### config.mk
export PLATFORM = sky130hd
export DESIGN_NAME = arythcrypt_sequencer
export DESIGN_NICKNAME = d
export VERILOG_FILES = /design/src/rtl/arythcrypt_sequencer.sv
export SDC_FILE = /design/constraint.sdc
export NUM_CORES = 1
export LEC_CHECK = 0
export CELL_PAD_IN_SITES_DETAIL_PLACEMENT = 2
export CELL_PAD_IN_SITES_GLOBAL_PLACEMENT = 2
export CORE_UTILIZATION = 35
export CTS_CLUSTER_DIAMETER = 40
export DETAILED_ROUTE_END_ITERATION = 16
export PLACE_DENSITY = 0.78
export SLEW_MARGIN = 20
export SYNTH_ARGS = -nofsm -noshare
export SYNTH_HDL_FRONTEND = slang
export SYNTH_SLANG_ARGS = --single-unit
### constraint.sdc
create_clock -name clk -period 2.56 [get_ports clk]
set_input_delay 0.256 -clock clk [delete_from_list [all_inputs] [get_ports clk]]
set_output_delay 0.256 -clock clk [all_outputs]
set_load 0.02 [all_outputs]
### src/rtl/arythcrypt_sequencer.sv
// Command sequencer for the arithmetic crypto core: queues operand/opcode commands,
// issues them one at a time, waits the core's fixed latency and holds each result.
module arythcrypt_sequencer #(
    parameter int DEPTH    = 4,
    parameter int CORE_LAT = 2
) (
    input  logic                       clk,
    input  logic                       rst_n,
    input  logic                       cmd_valid,
    output logic                       cmd_ready,
    input  logic [3:0]                 cmd_op,
    input  logic [5:0]                 cmd_a,
    input  logic [5:0]                 cmd_b,
    output logic [7:0]                 core_i1,
    output logic [7:0]                 core_i2,
    output logic [3:0]                 core_ctrl,
    output logic                       core_start,
    input  logic [7:0]                 core_result,
    output logic                       res_valid,
    input  logic                       res_ready,
    output logic [7:0]                 res_data,
    output logic [3:0]                 res_op,
    output logic                       res_err,
    output logic                       busy,
    output logic [$clog2(DEPTH):0]     count
);
    localparam int AW = $clog2(DEPTH);
    localparam int CW = AW + 1;

    localparam logic [1:0] S_IDLE  = 2'd0;
    localparam logic [1:0] S_ISSUE = 2'd1;
    localparam logic [1:0] S_WAIT  = 2'd2;
    localparam logic [1:0] S_HOLD  = 2'd3;

    localparam logic [3:0] OP_ILLEGAL = 4'hF;

    logic [15:0]   mem_q [DEPTH];
    logic [AW-1:0] wr_ptr_q, wr_ptr_d, rd_ptr_q, rd_ptr_d;
    logic [CW-1:0] count_q, count_d;
    logic [1:0]    state_q, state_d;
    logic [3:0]    lat_q, lat_d;
    logic [5:0]    a_q, a_d, b_q, b_d;
    logic [3:0]    ctrl_q, ctrl_d;
    logic          res_valid_q, res_valid_d;
    logic [7:0]    res_data_q, res_data_d;
    logic [3:0]    res_op_q, res_op_d;
    logic          res_err_q, res_err_d;
    logic          push, pop, fifo_nempty;
    logic [15:0]   head;

    assign cmd_ready   = (count_q != CW'(DEPTH));
    assign push        = cmd_valid && cmd_ready;
    assign fifo_nempty = (count_q != '0);
    assign head        = mem_q[rd_ptr_q];

    always_comb begin
        state_d     = state_q;
        lat_d       = lat_q;
        a_d         = a_q;
        b_d         = b_q;
        ctrl_d      = ctrl_q;
        res_valid_d = res_valid_q;
        res_data_d  = res_data_q;
        res_op_d    = res_op_q;
        res_err_d   = res_err_q;
        rd_ptr_d    = rd_ptr_q;
        pop         = 1'b0;

        case (state_q)
            S_IDLE: pop = fifo_nempty;
            S_ISSUE: begin
                state_d = S_WAIT;
                lat_d   = 4'(CORE_LAT);
            end
            S_WAIT: begin
                // The edge that takes the counter to zero is the capture edge.
                if (lat_q <= 4'd1) begin
                    lat_d       = 4'd0;
                    res_valid_d = 1'b1;
                    res_data_d  = core_result;
                    res_op_d    = ctrl_q;
                    res_err_d   = 1'b0;
                    state_d     = S_HOLD;
                end else begin
                    lat_d = lat_q - 4'd1;
                end
            end
            S_HOLD: begin
                if (res_ready) begin
                    res_valid_d = 1'b0;
                    state_d     = S_IDLE;
                    pop         = fifo_nempty;
                end
            end
            default: state_d = S_IDLE;
        endcase

        // A pop overrides the default next state; illegal opcodes bypass the core.
        if (pop) begin
            rd_ptr_d = rd_ptr_q + AW'(1);
            ctrl_d   = head[15:12];
            a_d      = head[11:6];
            b_d      = head[5:0];
            if (head[15:12] == OP_ILLEGAL) begin
                state_d     = S_HOLD;
                res_valid_d = 1'b1;
                res_data_d  = 8'h00;
                res_op_d    = OP_ILLEGAL;
                res_err_d   = 1'b1;
            end else begin
                state_d = S_ISSUE;
            end
        end
    end

    always_comb begin
        wr_ptr_d = push ? (wr_ptr_q + AW'(1)) : wr_ptr_q;
        case ({push, pop})
            2'b10:   count_d = count_q + CW'(1);
            2'b01:   count_d = count_q - CW'(1);
            default: count_d = count_q;
        endcase
    end

    always_ff @(posedge clk) begin
        if (push) mem_q[wr_ptr_q] <= {cmd_op, cmd_a, cmd_b};
    end

    always_ff @(posedge clk or negedge rst_n) begin
        if (!rst_n) begin
            state_q     <= S_IDLE;
            lat_q       <= '0;
            wr_ptr_q    <= '0;
            rd_ptr_q    <= '0;
            count_q     <= '0;
            a_q         <= '0;
            b_q         <= '0;
            ctrl_q      <= '0;
            res_valid_q <= 1'b0;
            res_data_q  <= '0;
            res_op_q    <= '0;
            res_err_q   <= 1'b0;
        end else begin
            state_q     <= state_d;
            lat_q       <= lat_d;
            wr_ptr_q    <= wr_ptr_d;
            rd_ptr_q    <= rd_ptr_d;
            count_q     <= count_d;
            a_q         <= a_d;
            b_q         <= b_d;
            ctrl_q      <= ctrl_d;
            res_valid_q <= res_valid_d;
            res_data_q  <= res_data_d;
            res_op_q    <= res_op_d;
            res_err_q   <= res_err_d;
        end
    end

    assign core_i1    = {2'b00, a_q};
    assign core_i2    = {2'b00, b_q};
    assign core_ctrl  = ctrl_q;
    assign core_start = (state_q == S_ISSUE);
    assign res_valid  = res_valid_q;
    assign res_data   = res_data_q;
    assign res_op     = res_op_q;
    assign res_err    = res_err_q;
    assign busy       = (state_q != S_IDLE) || fifo_nempty;
    assign count      = count_q;
endmodule

# After elaboration in Yosys (flattened, before gate mapping)
# Memories as Yosys holds them, arrays and structs flattened.
# Index checks and enable logic that the tools add are counted.
# word_totals
ff_bits	43
mem_count	1
input_bits	28
ram_bits	64
# op_classes
magnitude_cmp	1
muxes	29
reduce_logical	9
addsub	5
eq_ne	9
# memory_table
memory	words	width	rd	rd_ports_with_merged_regs	write_ports	line	text
mem_q	4	16	1	0	1	37	logic [15:0] mem_q [DEPTH];
# ops
op	count
2-to-1 mux 8 bit	4
2-to-1 mux 4 bit	5
2-to-1 mux 1 bit	11
inequality test 3 bit (second input constant)	3
2-to-1 mux 2 bit	4
case mux 4 bit (2 select lines)	1
equality test 2 bit (second input constant)	3
case mux 2 bit (3 select lines)	1
case mux 3 bit (2 select lines)	1
nonzero test 2 bit	3
adder 2 x 1 -> 2 bit (second input constant)	2
equality test 2 x 1 -> 1 bit (second input constant)	2
equality test 4 bit (second input constant)	1
<= comparator 4 x 1 -> 1 bit (second input constant)	1
case mux 1 bit (2 select lines)	2
nonzero test 4 bit	1
subtractor 4 x 1 -> 4 bit (second input constant)	1
adder 3 x 1 -> 3 bit (second input constant)	1
AND reduction 3 bit	1
nonzero test 3 bit	1
subtractor 3 x 1 -> 3 bit (second input constant)	1
logical NOT 2 bit	1
logical AND 1 bit	1
logical OR 1 bit	1

# Depth between registers and ports, before layout
# Gate-level depths: netlist of run 1.
# logic_depth
word_depth	5
ltp_mapped	12
depth_no_buf	10

# Worst setup path before layout of run 1
# Ideal clock, no wire load.
# synth_path
path_kind	reg-to-reg
start	register state_q[0]
end	register count_q[1] (netlist: count[1])
stages_incl_launch_ff	11
setup_slack_ps	-12
period_less_slack_ps	2572
arrival_ps	2447
n_path_buf	3
path_cell_list	dfrtp_1 > inv_1 > ha_1 > buf_2 > or3_1 > buf_2 > inv_4 > buf_6 > ha_1 > fa_1 > mux2_2
# synth_between
elab_chain_cells	4
word_cells_on_any_way	7
# synth_lines
item	line	text
start, declared	40	logic [1:0] state_q, state_d;
start signal, assigned	144	state_q <= state_d;
equality test 2 bit or logical NOT 2 bit (tied branches)	69	case (state_q)
case mux 1 bit (2 select lines) (*)	69	
equality test 2 x 1 -> 1 bit or equality test 2 bit (tied branches)	118	case ({push, pop})
case mux 3 bit (2 select lines) (*)	118	
net count_d[1]	39	logic [CW-1:0] count_q, count_d;
end signal, assigned	148	count_q <= count_d;
end, declared	39	
# The timed path passes the listed nets; every way through them passes the cells marked *.
# A chain may end at the register's enable or synchronous reset.

# Final worst setup path of run 1
# Same ends and word-level chain as after synthesis.

==> results of run 1 <==
==> worst max-delay path by stage <==
stage	start	endpoint	slack, ns	cells after the start
after floorplan	state_q[0]	count[1]	0.05	10
after global placement	res_ready	count[1]	0.21	7
after detailed placement	res_ready	count[1]	0.13	7
after CTS	state_q[0]	count[1]	0.19	7
after global routing	state_q[0]	count[2]	0.07	9
final	state_q[0]	count[1]	0.20	7
==> cell type report <==
type,instances,area share (%)
Tap cell,168,3.78
Clock buffer,9,4.05
Clock inverter,7,1.13
Sequential cell,107,54.0
Multi-Input combinational cell,141,23.7
Timing Repair Buffer,74,12.8
Inverter,8,0.585
==> per-layer routing <==
| layer | up-vias | part of all wire, % | track usage (%) |
|---|---|---|---|
| met5 | - | 0 | 0 |
| li1 | 1134 | - | - |
| met3 | 10 | 3.8 | 3.76 |
| met4 | 0 | 1.1 | 4.94 |
| met1 | 1268 | 42 | 19.5 |
| met2 | 60 | 53 | 29.4 |
==> state kept, by name, summed over array words and instances (netlist names) <==
signal / flops
res_err: 1
res_valid: 1
core_ctrl: 4
res_data: 8
b_q: 6
count: 3
wr_ptr_q: 2
a_q: 6
mem_q: 64
rd_ptr_q: 2
lat_q: 4
state_q: 2
res_op: 4
==> synth_stat cells, drive strengths merged <==
| library cell | number | area share, % |
|---|---|---|
| nand4 | 1 | 0.14 |
| a31oi | 1 | 0.14 |
| xor2 | 1 | 0.20 |
| o21a | 1 | 0.17 |
| nor2 | 4 | 0.34 |
| nand3 | 5 | 0.57 |
| nor3 | 3 | 0.59 |
| nand2b | 4 | 0.57 |
| and3 | 4 | 0.57 |
| or4b | 1 | 0.23 |
| clkbuf | 3 | 0.25 |
| mux4 | 16 | 8.6 |
| o2bb2ai | 2 | 0.40 |
| o31ai | 1 | 0.17 |
| mux2 | 17 | 4.3 |
| nor4b | 2 | 0.74 |
| and2 | 1 | 0.14 |
| a21oi | 12 | 2.1 |
| conb | 1 | 0.085 |
| o31a | 1 | 0.20 |
| ha | 11 | 3.1 |
| nand2 | 31 | 2.6 |
| dfrtp | 43 | 24 |
| fa | 1 | 0.45 |
| o21ai | 7 | 0.79 |
| o211ai | 1 | 0.17 |
| or3 | 2 | 0.28 |
| inv | 8 | 0.74 |
| edfxtp | 64 | 43 |
| a21o | 1 | 0.17 |
| and4 | 1 | 0.25 |
| xnor2 | 5 | 0.99 |
| buf | 12 | 2.1 |
==> layout by cell type, fill, tap and decap left out, drive strengths merged, types with 2 or more instances in the layout <==
cell type      Yosys  layout
mux4              16      16
a21oi             12      12
nor3               3       3
xnor2              5       5
inv                8      11
nand2             31      31
clkbuf             3       9
ha                11      11
nor2               4       4
edfxtp            64      64
conb               1       4
o21ai              7       7
o2bb2ai            2       2
mux2              17      17
nand3              5       5
or3                2       2
nor4b              2       2
buf               12      11
and3               4       4
clkdlybuf4s50      0      62
clkinv             0       3
dfrtp             43      43
nand2b             4       4
==> power groups by stage <==
stage               clock network [mW]  registers (mW)  logic [mW]
detailed placement                   0            2.83        2.97
finish                            1.33            2.78        2.92
floorplan                            0            3.00        1.63
CTS                               1.38            2.80        2.99
global placement                     0            2.78        2.84
global route                      1.43            2.86        3.18
==> cell families (layout without fill, tap and decap cells) <==
family                   after synthesis  in the layout  share of synthesized area, %
XOR/XNOR                               6              6                          1.19
adder cells (fa/ha/maj)               12             12                          3.57
buffers and inverters                 23             98                          3.06
multiplexers                          33             33                          12.9
AO/OA/AOI/OAI                         27             27                          4.33
AND/OR/NAND/NOR                       59             59                          7.05
other                                  1              4                        0.0848
flip-flops                           107            107                          67.8
==> worst register-to-register path, stage by stage (launching register included) <==
cell and delay, ns:
dfrtp_1 0.42, inv_1 0.09, ha_1 0.31, or3_1 0.50, inv_4 0.11, ha_4 0.14, fa_1 0.40, mux2_2 0.28
==> metrics by stage <==
step / instance area (µm²) / std cells / utilization [%] / hold slack, ns / setup slack [ns]
after floorplan: 4450 / 271 / - / -0.0396 / 0.0515
after global placement: 5260 / 497 / 43.2 / 0.239 / 0.210
after detailed placement: 5260 / 497 / 43.2 / 0.244 / 0.126
after CTS: 5560 / 514 / 45.7 / 0.414 / 0.187
after global routing: 5560 / 514 / 45.7 / 0.429 / 0.0701
final: 5560 / 514 / 45.7 / 0.412 / 0.203
==> timing repair <==
| item | in CTS | in global routing |
|---|---|---|
| hold buffers | 1 | 0 |
| buffers inserted | 0 | 0 |
| hold endpoints to repair | 17 | 0 |
==> results.cfg, run 1 <==
[outcome]
outcome = complete, no violations

[synthesis]
synthDistinctLibCells = 41
synth-warning-count = 0
syn_area_um2 = 4420
synth-seq-cells = 107
synthCells = 268
syn_area_per_cell_um2 = 16.5
synth_seq_area_share_pct = 67.8

[power_and_ir_drop]
p_total_mw = 7.04
seqPwrFrac_pct = 39.6
p_leak_nw = 2.09
pwr_density_cell_nw_per_um2 = 1270
p_int_mw = 4.54
clockPowerShare_pct = 18.9
irDropWorstVdd_v = 0.000560
p_comb_share_pct = 41.5
switchingPower_mw = 2.50
swShare_pct = 35.5

[detailed_routing]
dr.pass1.iters = 3
antenna_left = 0
drt-total-wl_mm = 9.60
drt_iter0_markers = 84
drc_errors = 0
via_count = 2472
avgRoutedWirePerCell_um = 18.7
avgViaCountPerCell = 4.81

[finish]
seq_area_um2 = 3000
drive_gt1_share_pct = 19.9
nNetsFinal = 381
num-fill-cells = 1154
diodes = 0
multi_input_area_um2 = 1320
area.growth.synth_to_final_pct = 25.7

[timing]
finalHoldViolations = 0
rsz0062_at_grt = false
worst_clock_skew_ns = 0.00514
timing.final.crit_share_pct = 92.1
final-max-slew-violation-count = 0
timing.fmax_mhz = 424
finalSetupViolCount = 0
fin_setup_tns_ns = 0
fin_crit_ns = 2.36

[grt]
grt_pass1_wl_mm = 15.7
grt_max_degree = 27
grt-ovfl-total = 0
track_usage_pct = 16.4
grt_pass1_vias = 2859
antenna_found_initial = 0

[die]
std_cell_rows = 40
initial_core_util_pct = 36.3
core-area_um2 = 12200
die_width_um = 114
dieArea_um2 = 13100
ios = 68
die_h_um = 114

[clock_tree]
cts_resized = 0
clk_latency_ns = 0.35
cts.clk_slew.worst_paths_ns = 0.07
cts_root_buf = clkbuf_16
h-tree-depth = 3
cts_tree = yes
cts.sinks = 107
clockBufferDepth = 2
cts_buffers = 9

[placement]
port_buffers = 63
gp_congestion = 0.732
dp_hpwl_mm = 6.68

[setup_path]
crit_slowest_cell = or3_1
critPathMaxStageDelay_ns = 0.50
r2r_cells = 7
worst_setup_path_start_kind = register
worst-path-buf-inv = 2
path_class = reg -> reg
cp.arrival_ns = 2.59
path_delay_family = adder cells
timing.rr.start = state_q[0]
rr_endpoint = count[1]
worst_ep_required_time_ns = 2.79
cp_cell_sequence = inv_1 -> ha_1 -> or3_1 -> inv_4 -> ha_4 -> fa_1 -> mux2_2
r2r_setup_slack_ns = 0.20
worst_setup_path_end_kind = register
worstPathMaxFanout = 5

[min_path]
hold_path_class = in -> async

[flow_run]
cap_violations = 0
Power figures use the tool's default switching activity.
==> inputs of run 2 (changes only) <==
--- a/config.mk
+++ b/config.mk
@@ -5,6 +5,7 @@
 export SDC_FILE = /design/constraint.sdc
 export NUM_CORES = 1
 export LEC_CHECK = 0
+export CAP_MARGIN = 20
 export CELL_PAD_IN_SITES_DETAIL_PLACEMENT = 2
 export CELL_PAD_IN_SITES_GLOBAL_PLACEMENT = 2
 export CORE_UTILIZATION = 35
==> results of run 2 <==
The final DEF is identical to that of run 1; final timing and power are the same.
